===== config.mk =====
export PLATFORM = sky130hd
export DESIGN_NAME = uart_word_serializer_flat
export DESIGN_NICKNAME = d
export VERILOG_FILES = /design/src/rtl/uart_word_serializer_if.sv /design/src/rtl/uart_word_serializer.sv /design/src/flat_wrapper.sv
export SDC_FILE = /design/constraint.sdc
export NUM_CORES = 1
export LEC_CHECK = 0
export BUFFER_PORTS_ARGS = -buffer_cell sky130_fd_sc_hd__buf_2
export CAP_MARGIN = 10
export CORE_MARGIN = 2
export CORE_UTILIZATION = 48
export CTS_BUF_LIST = sky130_fd_sc_hd__clkbuf_4
export CTS_CLUSTER_SIZE = 20
export DETAILED_ROUTE_END_ITERATION = 10
export PLACE_DENSITY = 0.73
export SYNTH_ARGS = -nofsm -noshare
export SYNTH_HDL_FRONTEND = slang
export SYNTH_SLANG_ARGS = --single-unit
export TNS_END_PERCENT = 10

===== constraint.sdc =====
create_clock -name clk -period 1.7 [get_ports clk]
set_input_delay 0 -clock clk [delete_from_list [all_inputs] [get_ports clk]]
set_output_delay 0 -clock clk [all_outputs]
set_load 0.05 [all_outputs]

===== src/rtl/uart_word_serializer_if.sv =====
// Word handshake plus UART transmit-side signals for uart_word_serializer.
// master = upstream/UART environment, slave = the serializer.
interface uart_word_serializer_if #(
  parameter int WORD_BYTES = 4
);
  logic                    word_valid;
  logic [8*WORD_BYTES-1:0] word_data;
  logic                    word_ready;
  logic                    busy;
  logic                    word_sent_tick;
  logic                    tx_start;
  logic [7:0]              tx_data;
  logic                    tx_busy;
  logic                    tx_done_tick;

  modport master (
    output word_valid, word_data, tx_busy, tx_done_tick,
    input  word_ready, busy, word_sent_tick, tx_start, tx_data
  );

  modport slave (
    input  word_valid, word_data, tx_busy, tx_done_tick,
    output word_ready, busy, word_sent_tick, tx_start, tx_data
  );
endinterface


===== src/rtl/uart_word_serializer.sv =====
// Sends one WORD_BYTES-wide word to the UART MSB first, one byte per tx_done_tick.
// Define UART_SERIALIZER_CHECKSUM_EN to append an XOR checksum byte to every word.
module uart_word_serializer #(
  parameter int WORD_BYTES = 4
) (
  input  logic                   clk,
  input  logic                   rst,
  uart_word_serializer_if.slave  bus
);
  localparam int WORD_W = 8 * WORD_BYTES;
  localparam int CNT_W  = (WORD_BYTES > 1) ? $clog2(WORD_BYTES) : 1;
  localparam logic [CNT_W-1:0] LAST_CNT = CNT_W'(WORD_BYTES - 1);

`ifdef UART_SERIALIZER_CHECKSUM_EN
  typedef enum logic [2:0] {IDLE, ISSUE, WAIT, CHK_ISSUE, CHK_WAIT, DONE} state_t;
`else
  typedef enum logic [2:0] {IDLE, ISSUE, WAIT, DONE} state_t;
`endif

  state_t            state_q, state_d;
  logic [WORD_W-1:0] shift_q, shift_d;
  logic [WORD_W-1:0] shift_next;
  logic [CNT_W-1:0]  byte_cnt_q, byte_cnt_d;
  logic [7:0]        tx_data_q, tx_data_d;
  logic              busy_q, busy_d;
  logic              word_ready_q, word_ready_d;
  logic              word_sent_q, word_sent_d;
  logic              issue_state;
`ifdef UART_SERIALIZER_CHECKSUM_EN
  logic [7:0]        checksum_q, checksum_d;
`endif

  assign shift_next = shift_q << 8;

`ifdef UART_SERIALIZER_CHECKSUM_EN
  assign issue_state = (state_q == ISSUE) || (state_q == CHK_ISSUE);
`else
  assign issue_state = (state_q == ISSUE);
`endif

  // tx_data is preloaded on entry to ISSUE, so the strobe can fire in the
  // very cycle tx_busy is first seen low.
  assign bus.tx_start       = issue_state && !bus.tx_busy;
  assign bus.tx_data        = tx_data_q;
  assign bus.busy           = busy_q;
  assign bus.word_ready     = word_ready_q;
  assign bus.word_sent_tick = word_sent_q;

  always_comb begin
    state_d    = state_q;
    shift_d    = shift_q;
    byte_cnt_d = byte_cnt_q;
    tx_data_d  = tx_data_q;
`ifdef UART_SERIALIZER_CHECKSUM_EN
    checksum_d = checksum_q;
`endif
    case (state_q)
      IDLE: begin
        if (bus.word_valid) begin
          shift_d    = bus.word_data;
          byte_cnt_d = '0;
          tx_data_d  = bus.word_data[WORD_W-1 -: 8];
`ifdef UART_SERIALIZER_CHECKSUM_EN
          checksum_d = 8'h00;
`endif
          state_d    = ISSUE;
        end
      end
      ISSUE: begin
        if (!bus.tx_busy) begin
`ifdef UART_SERIALIZER_CHECKSUM_EN
          checksum_d = checksum_q ^ tx_data_q;
`endif
          state_d = WAIT;
        end
      end
      WAIT: begin
        if (bus.tx_done_tick) begin
          if (byte_cnt_q == LAST_CNT) begin
`ifdef UART_SERIALIZER_CHECKSUM_EN
            tx_data_d = checksum_q;
            state_d   = CHK_ISSUE;
`else
            state_d   = DONE;
`endif
          end else begin
            byte_cnt_d = byte_cnt_q + 1'b1;
            shift_d    = shift_next;
            tx_data_d  = shift_next[WORD_W-1 -: 8];
            state_d    = ISSUE;
          end
        end
      end
`ifdef UART_SERIALIZER_CHECKSUM_EN
      CHK_ISSUE: begin
        if (!bus.tx_busy) state_d = CHK_WAIT;
      end
      CHK_WAIT: begin
        if (bus.tx_done_tick) state_d = DONE;
      end
`endif
      DONE:    state_d = IDLE;
      default: state_d = IDLE;
    endcase

    word_ready_d = (state_d == IDLE);
    busy_d       = (state_d != IDLE);
    word_sent_d  = (state_d == DONE);
  end

  always_ff @(posedge clk or negedge rst) begin
    if (!rst) begin
      state_q      <= IDLE;
      shift_q      <= '0;
      byte_cnt_q   <= '0;
      tx_data_q    <= 8'h00;
      busy_q       <= 1'b0;
      word_ready_q <= 1'b1;
      word_sent_q  <= 1'b0;
`ifdef UART_SERIALIZER_CHECKSUM_EN
      checksum_q   <= 8'h00;
`endif
    end else begin
      state_q      <= state_d;
      shift_q      <= shift_d;
      byte_cnt_q   <= byte_cnt_d;
      tx_data_q    <= tx_data_d;
      busy_q       <= busy_d;
      word_ready_q <= word_ready_d;
      word_sent_q  <= word_sent_d;
`ifdef UART_SERIALIZER_CHECKSUM_EN
      checksum_q   <= checksum_d;
`endif
    end
  end
endmodule


===== src/flat_wrapper.sv =====
// flat-port wrapper written by rule: the top's interface ports become plain ports
module uart_word_serializer_flat 
#(
  parameter int WORD_BYTES = 4
)
  (clk, rst, bus_word_valid, bus_word_data, bus_tx_busy, bus_tx_done_tick, bus_word_ready, bus_busy, bus_word_sent_tick, bus_tx_start, bus_tx_data);
  uart_word_serializer_if #(.WORD_BYTES(WORD_BYTES)) bus_i ();
  input  logic clk;
  input  logic rst;
  input wire logic [$bits(bus_i.word_valid)-1:0] bus_word_valid;
  input wire logic [$bits(bus_i.word_data)-1:0] bus_word_data;
  input wire logic [$bits(bus_i.tx_busy)-1:0] bus_tx_busy;
  input wire logic [$bits(bus_i.tx_done_tick)-1:0] bus_tx_done_tick;
  output wire logic [$bits(bus_i.word_ready)-1:0] bus_word_ready;
  output wire logic [$bits(bus_i.busy)-1:0] bus_busy;
  output wire logic [$bits(bus_i.word_sent_tick)-1:0] bus_word_sent_tick;
  output wire logic [$bits(bus_i.tx_start)-1:0] bus_tx_start;
  output wire logic [$bits(bus_i.tx_data)-1:0] bus_tx_data;
  assign bus_i.word_valid = bus_word_valid;
  assign bus_i.word_data = bus_word_data;
  assign bus_i.tx_busy = bus_tx_busy;
  assign bus_i.tx_done_tick = bus_tx_done_tick;
  assign bus_word_ready = bus_i.word_ready;
  assign bus_busy = bus_i.busy;
  assign bus_word_sent_tick = bus_i.word_sent_tick;
  assign bus_tx_start = bus_i.tx_start;
  assign bus_tx_data = bus_i.tx_data;
  uart_word_serializer #(.WORD_BYTES(WORD_BYTES)) u_core (.clk(clk), .rst(rst), .bus(bus_i));
endmodule

# Word-level counts from Yosys, hierarchy flattened
# Cells that the tools add are included.
# op_classes
addsub,1
n_eq_ne,7
n_mux,17
n_reduce_logical,7
# ops
operator,count
24-bit 2-to-1 mux,3
24-bit case mux with 2 select lines,1
8-bit 2-to-1 mux,3
8-bit case mux with 2 select lines,1
3-bit 2-to-1 mux,3
3-bit case mux with 3 select lines,1
2-bit 2-to-1 mux,4
3-bit by 2-bit == test with 1-bit output (second input constant),2
3-bit zero test,2
2-bit != test (second input constant),3
2-bit case mux with 2 select lines,1
4-bit AND reduction,1
3-bit by 1-bit == test with 1-bit output (second input constant),1
3-bit nonzero test,1
2-bit by 1-bit adder with 2-bit output (second input constant),1
2-bit == test (second input constant),1
2-bit nonzero test,1
1-bit logical AND,1
1-bit zero test,1
# word_totals
ff_bits,40
out_inout_bits,12

# Logic depth before layout (Yosys ltp)
# logic_depth
depth_word,5
ltp_mapped,5
ltp_nobuf,4

# Least setup slack after synthesis
# OpenSTA, ideal clock, no wires.
# synth_path
path_kind,register to output
start,register u_core.state_q[1]
end,output bus_tx_start
arrival_ps,2146
required_time_ps,1700
setup_slack_ps,-446
path_stages_with_launch,2
path_buffers,0
path_cell_list,dfrtp_1 nor4b_1
# synth_via
elab_chain_cells,2
# synth_lines
item,line_no,source
start: declaration,uart_word_serializer.sv:20,"state_t state_q, state_d;"
start signal: assignment,uart_word_serializer.sv:124,state_q <= state_d;
3-bit by 1-bit == test with 1-bit output,uart_word_serializer.sv:38,assign issue_state = (state_q == ISSUE);
1-bit logical AND,uart_word_serializer.sv:43,assign bus.tx_start = issue_state && !bus.tx_busy;
end: declaration,flat_wrapper.sv:17,output wire logic [$bits(bus_i.tx_start)-1:0] bus_tx_start;
# Every way passes these cells.

# Worst setup path after layout
# layout_path
start,register u_core.state_q[0]
end,register u_core.shift_q[21]
# layout_via
elab_chain_cells,3
elab_cells_between_ends,8
cone_classes,eq/ne: 4; mux: 1; reduce/logical: 3
# layout_lines
item,line_no,source
3-bit by 2-bit == test with 1-bit output / 3-bit zero test (equally long branches),uart_word_serializer.sv:57,case (state_q)
2-bit != test (no line) / 2-bit nonzero test (equally long branches),-,
4-bit AND reduction (no line),-,
end signal: assignment,uart_word_serializer.sv:125,shift_q <= shift_d;
end: declaration,uart_word_serializer.sv:21,"logic [WORD_W-1:0] shift_q, shift_d;"
# Several ways; a longest one is shown, not always the timed one.
# A chain may end at the register's enable or synchronous reset.

==> flow_summary.ini <==
[yosys]
synth_nets = 167
synth.most_common_cell = dfrtp_1
synth_mux_area_share_pct = 0
synth_fa_ha_area_share_pct = 0.715
synth_area_per_cell_sq_um = 13.6
yosysSeqAreaShare_pct = 57.3
yosys.area_share.xor_xnor_pct = 0
yosysUniqueCellTypes = 25
async_flop_share_pct = 100
ys.flop_type = dfrtp_1
syn_inst = 129
yosys.area_share.simple_pct = 13.4
syn_area_sq_um = 1750
synth-edff-count = 0
synth_common_cells = 39 x dfrtp_1, 24 x nand2b_1, 21 x o221a_1, 8 x a22o_1
ys_seq_elements = 40
yosysTopAreaCell = dfrtp_1
synth_top_area_share_pct = 55.8
synth_top_family_by_area = compound AO/OA/AOI/OAI gates
synth.area.top_cells = dfrtp_1 56%, o221a_1 14%, nand2b_1 8.6%
synth_compound_area_share_pct = 24.1
yosysWarnings = 0

[critical_path]
end_kind = flop
critPathTopFamily = simple AND/OR/NAND/NOR gates
crit_arrival_ns = 1.82
crit_path_top_delay_cell = dfrtp_1
cpPeakStageDelay_ns = 0.49
crit_fanout = 22
cp-start-kind = flop
crit_chain = nor4b_4 > buf_4 > nand2b_1 > o221a_1
critPathKind = flop to flop
worstPathRequired_ns = 1.94
path_buf_inv = 1
rr_startpoint = u_core.state_q[0]$_DFF_PN0_
r2r_setup_slack_ns = 0.12
rr_endpoint = u_core.shift_q[21]$_DFFE_PN0P_
reg2reg_depth = 4

[detailed_routing]
routedWlPerCell_um = 15.2
num_vias = 1338
drtPass1Iterations = 4
viasPerCell = 5.35
post-route-drc-count = 0
wl_um = 3790
final_antenna_net_count = 0
first_iter_violations = 82

[power]
sw_frac_of_total_pct = 30.3
power_mw = 2.49
p_int_mw = 1.74
pwr-share-seq_pct = 50.7
p_per_area_nw_per_um2 = 1070
ir_worst_vdd_mv = 0.671
leakagePower_nw = 1.02
pwr-share-comb_pct = 24.4
p_sw_uw = 756
p_clk_share_pct = 24.9

[placement]
gp_congestion = 0.731
numPortBuffers = 48
placed_cells = 219
dpl_cell_area_sq_um = 2020
place_hpwl_um = 2490

[floorplan]
core_area_sq_um = 3420
fp-row-count = 21
initial_utilization_pct = 51.2
die_y_um = 64.4
dieArea_sq_um = 4150
io_pins = 49
die_w_um = 64.4

[clocking]
cts_tree = yes
clk_latency_ns = 0.35
clkSlewWorstSetupHoldPaths_ns = 0.12
cts-root-buf = clkbuf_4
htreeDepth = 2
clock_sink_count = 40
cts_buffer_depth = 2
post-cts-setup-buffers = 0
cts_buffers = 5

[finish]
antenna_cells = 0
num-fill-cells = 261
nNetsFinal = 241
final_area_sq_um = 2330
instances_no_fill = 250
area_growth_pct = 33.4
drive_gt1_share_pct = 34.3

[grt]
grt_pass1_wl_um = 6330
grt_pass1_vias = 1271
grt_usage_pct = 20.2
grt-ovfl-total = 0
antenna_found_initial = 0
grt_start_max_net_pins = 26

[timing]
tns_ns = 0
final-setup-viol-count = 0
timing.fmax_mhz = 632
finalMaxSlewViolations = 0
hold_viol_final = 0
finClkSkew_ns = 0.0188
min_period_ns = 1.58
post-route-period-util_pct = 93.0
rsz0062_at_grt = no

[run_status]
status = complete, no violations

[min_path]
min_path_type = primary input to flop
min_path_cells = 3
whs_endpoint = u_core.shift_q[8]$_DFFE_PN0P_
min_from = bus_word_data[8]

[run]
drv_cap = 0
power groups by stage:
stage	Clock, mW	Sequential, mW	Combinational (mW)
5_1_grt	0.679	1.29	0.659
6_report	0.620	1.26	0.607
3_3_place_gp	0	1.27	0.548
2_1_floorplan	0	1.41	0.260
3_5_place_dp	0	1.28	0.567
4_1_cts	0.636	1.26	0.611
flip-flops by register name, indices dropped and copies added, names as in the netlist:
signal / cells
u_core.bus.busy: 1
u_core.bus.tx_data: 8
u_core.bus.word_ready: 1
u_core.bus.word_sent_tick: 1
u_core.byte_cnt_q: 2
u_core.shift_q: 24
u_core.state_q: 3
layout make-up:
class                      count  area (sq um)  area share [%]
timing repair buffer          75           500            21.4
clock inverter                 2          35.0            1.50
clock buffer                   6          45.0            1.93
sequential                    40          1000            42.9
inverter                       3          11.3           0.482
tap                           46          57.6            2.47
multi-input combinational     78           683            29.3
cells by family (layout without fill, tap and decap cells):
kind of cell               count (synthesis)  count (layout)
other                                      1               1
buffers and inverters                     11              86
AOI/OAI and AO/OA                         42              42
and+or+nand+nor                           34              34
adders and majority gates                  1               1
DFF                                       40              40
cell usage in the layout, fill, tap and decap left out, drive strengths merged, types with 2 or more instances in the layout:
master	netlist	final
buf	8	52
nand2b	24	24
a21oi	4	4
a211oi	2	2
nor4b	2	2
nand2	3	3
clkbuf	0	6
a211o	2	2
and2	2	2
inv	3	3
a22o	8	8
dfrtp	39	39
dlygate4sd3	0	23
o221a	24	24
repair_timing:
action                                  in CTS  in global routing
hold buffers                                22                  1
gates resized for setup                      0                  1
endpoints found under the setup margin       0                 24
hold endpoints to repair                    60                  1
worst max-delay path by stage:
stage | slack [ns] | to | cells past startpoint | start
3_3_place_gp | 0.07 | u_core.shift_q[8]$_DFFE_PN0P_ | 3 | u_core.state_q[2]$_DFF_PN0_
2_1_floorplan | 0.23 | u_core.byte_cnt_q[1]$_DFFE_PN0P_ | 5 | u_core.state_q[0]$_DFF_PN0_
6_report | 0.12 | u_core.shift_q[21]$_DFFE_PN0P_ | 4 | u_core.state_q[0]$_DFF_PN0_
4_1_cts | 0.04 | u_core.shift_q[23]$_DFFE_PN0P_ | 3 | u_core.state_q[2]$_DFF_PN0_
5_1_grt | 0.03 | u_core.shift_q[14]$_DFFE_PN0P_ | 4 | u_core.state_q[0]$_DFF_PN0_
3_5_place_dp | 0.04 | u_core.shift_q[8]$_DFFE_PN0P_ | 3 | u_core.state_q[2]$_DFF_PN0_
routing by layer:
| layer | wire (um) | GRT usage, % |
|---|---|---|
| met3 | 189 | 5.28 |
| met4 | 36 | 5.59 |
| met1 | 1670 | 29.4 |
| met2 | 1900 | 29.9 |
| met5 | 0 | 0 |
tightest hold or removal path, delay by kind of cell:
kind,cells,cell delay [ns]
compound gates,1,0.17
simple gates,1,0.09
buf+inv,1,0.07
through the flow:
step	hold slack [ns]	utilization [%]	setup slack (ns)
after CTS	0.00145	67.9	0.0368
after floorplan	-0.296	-	0.227
after global placement	-0.119	59.1	0.0730
final	0.00545	68.4	0.119
after detailed placement	-0.112	59.1	0.0421
after global routing	0.00175	68.4	0.0344
Power figures use the tool's default switching activity.
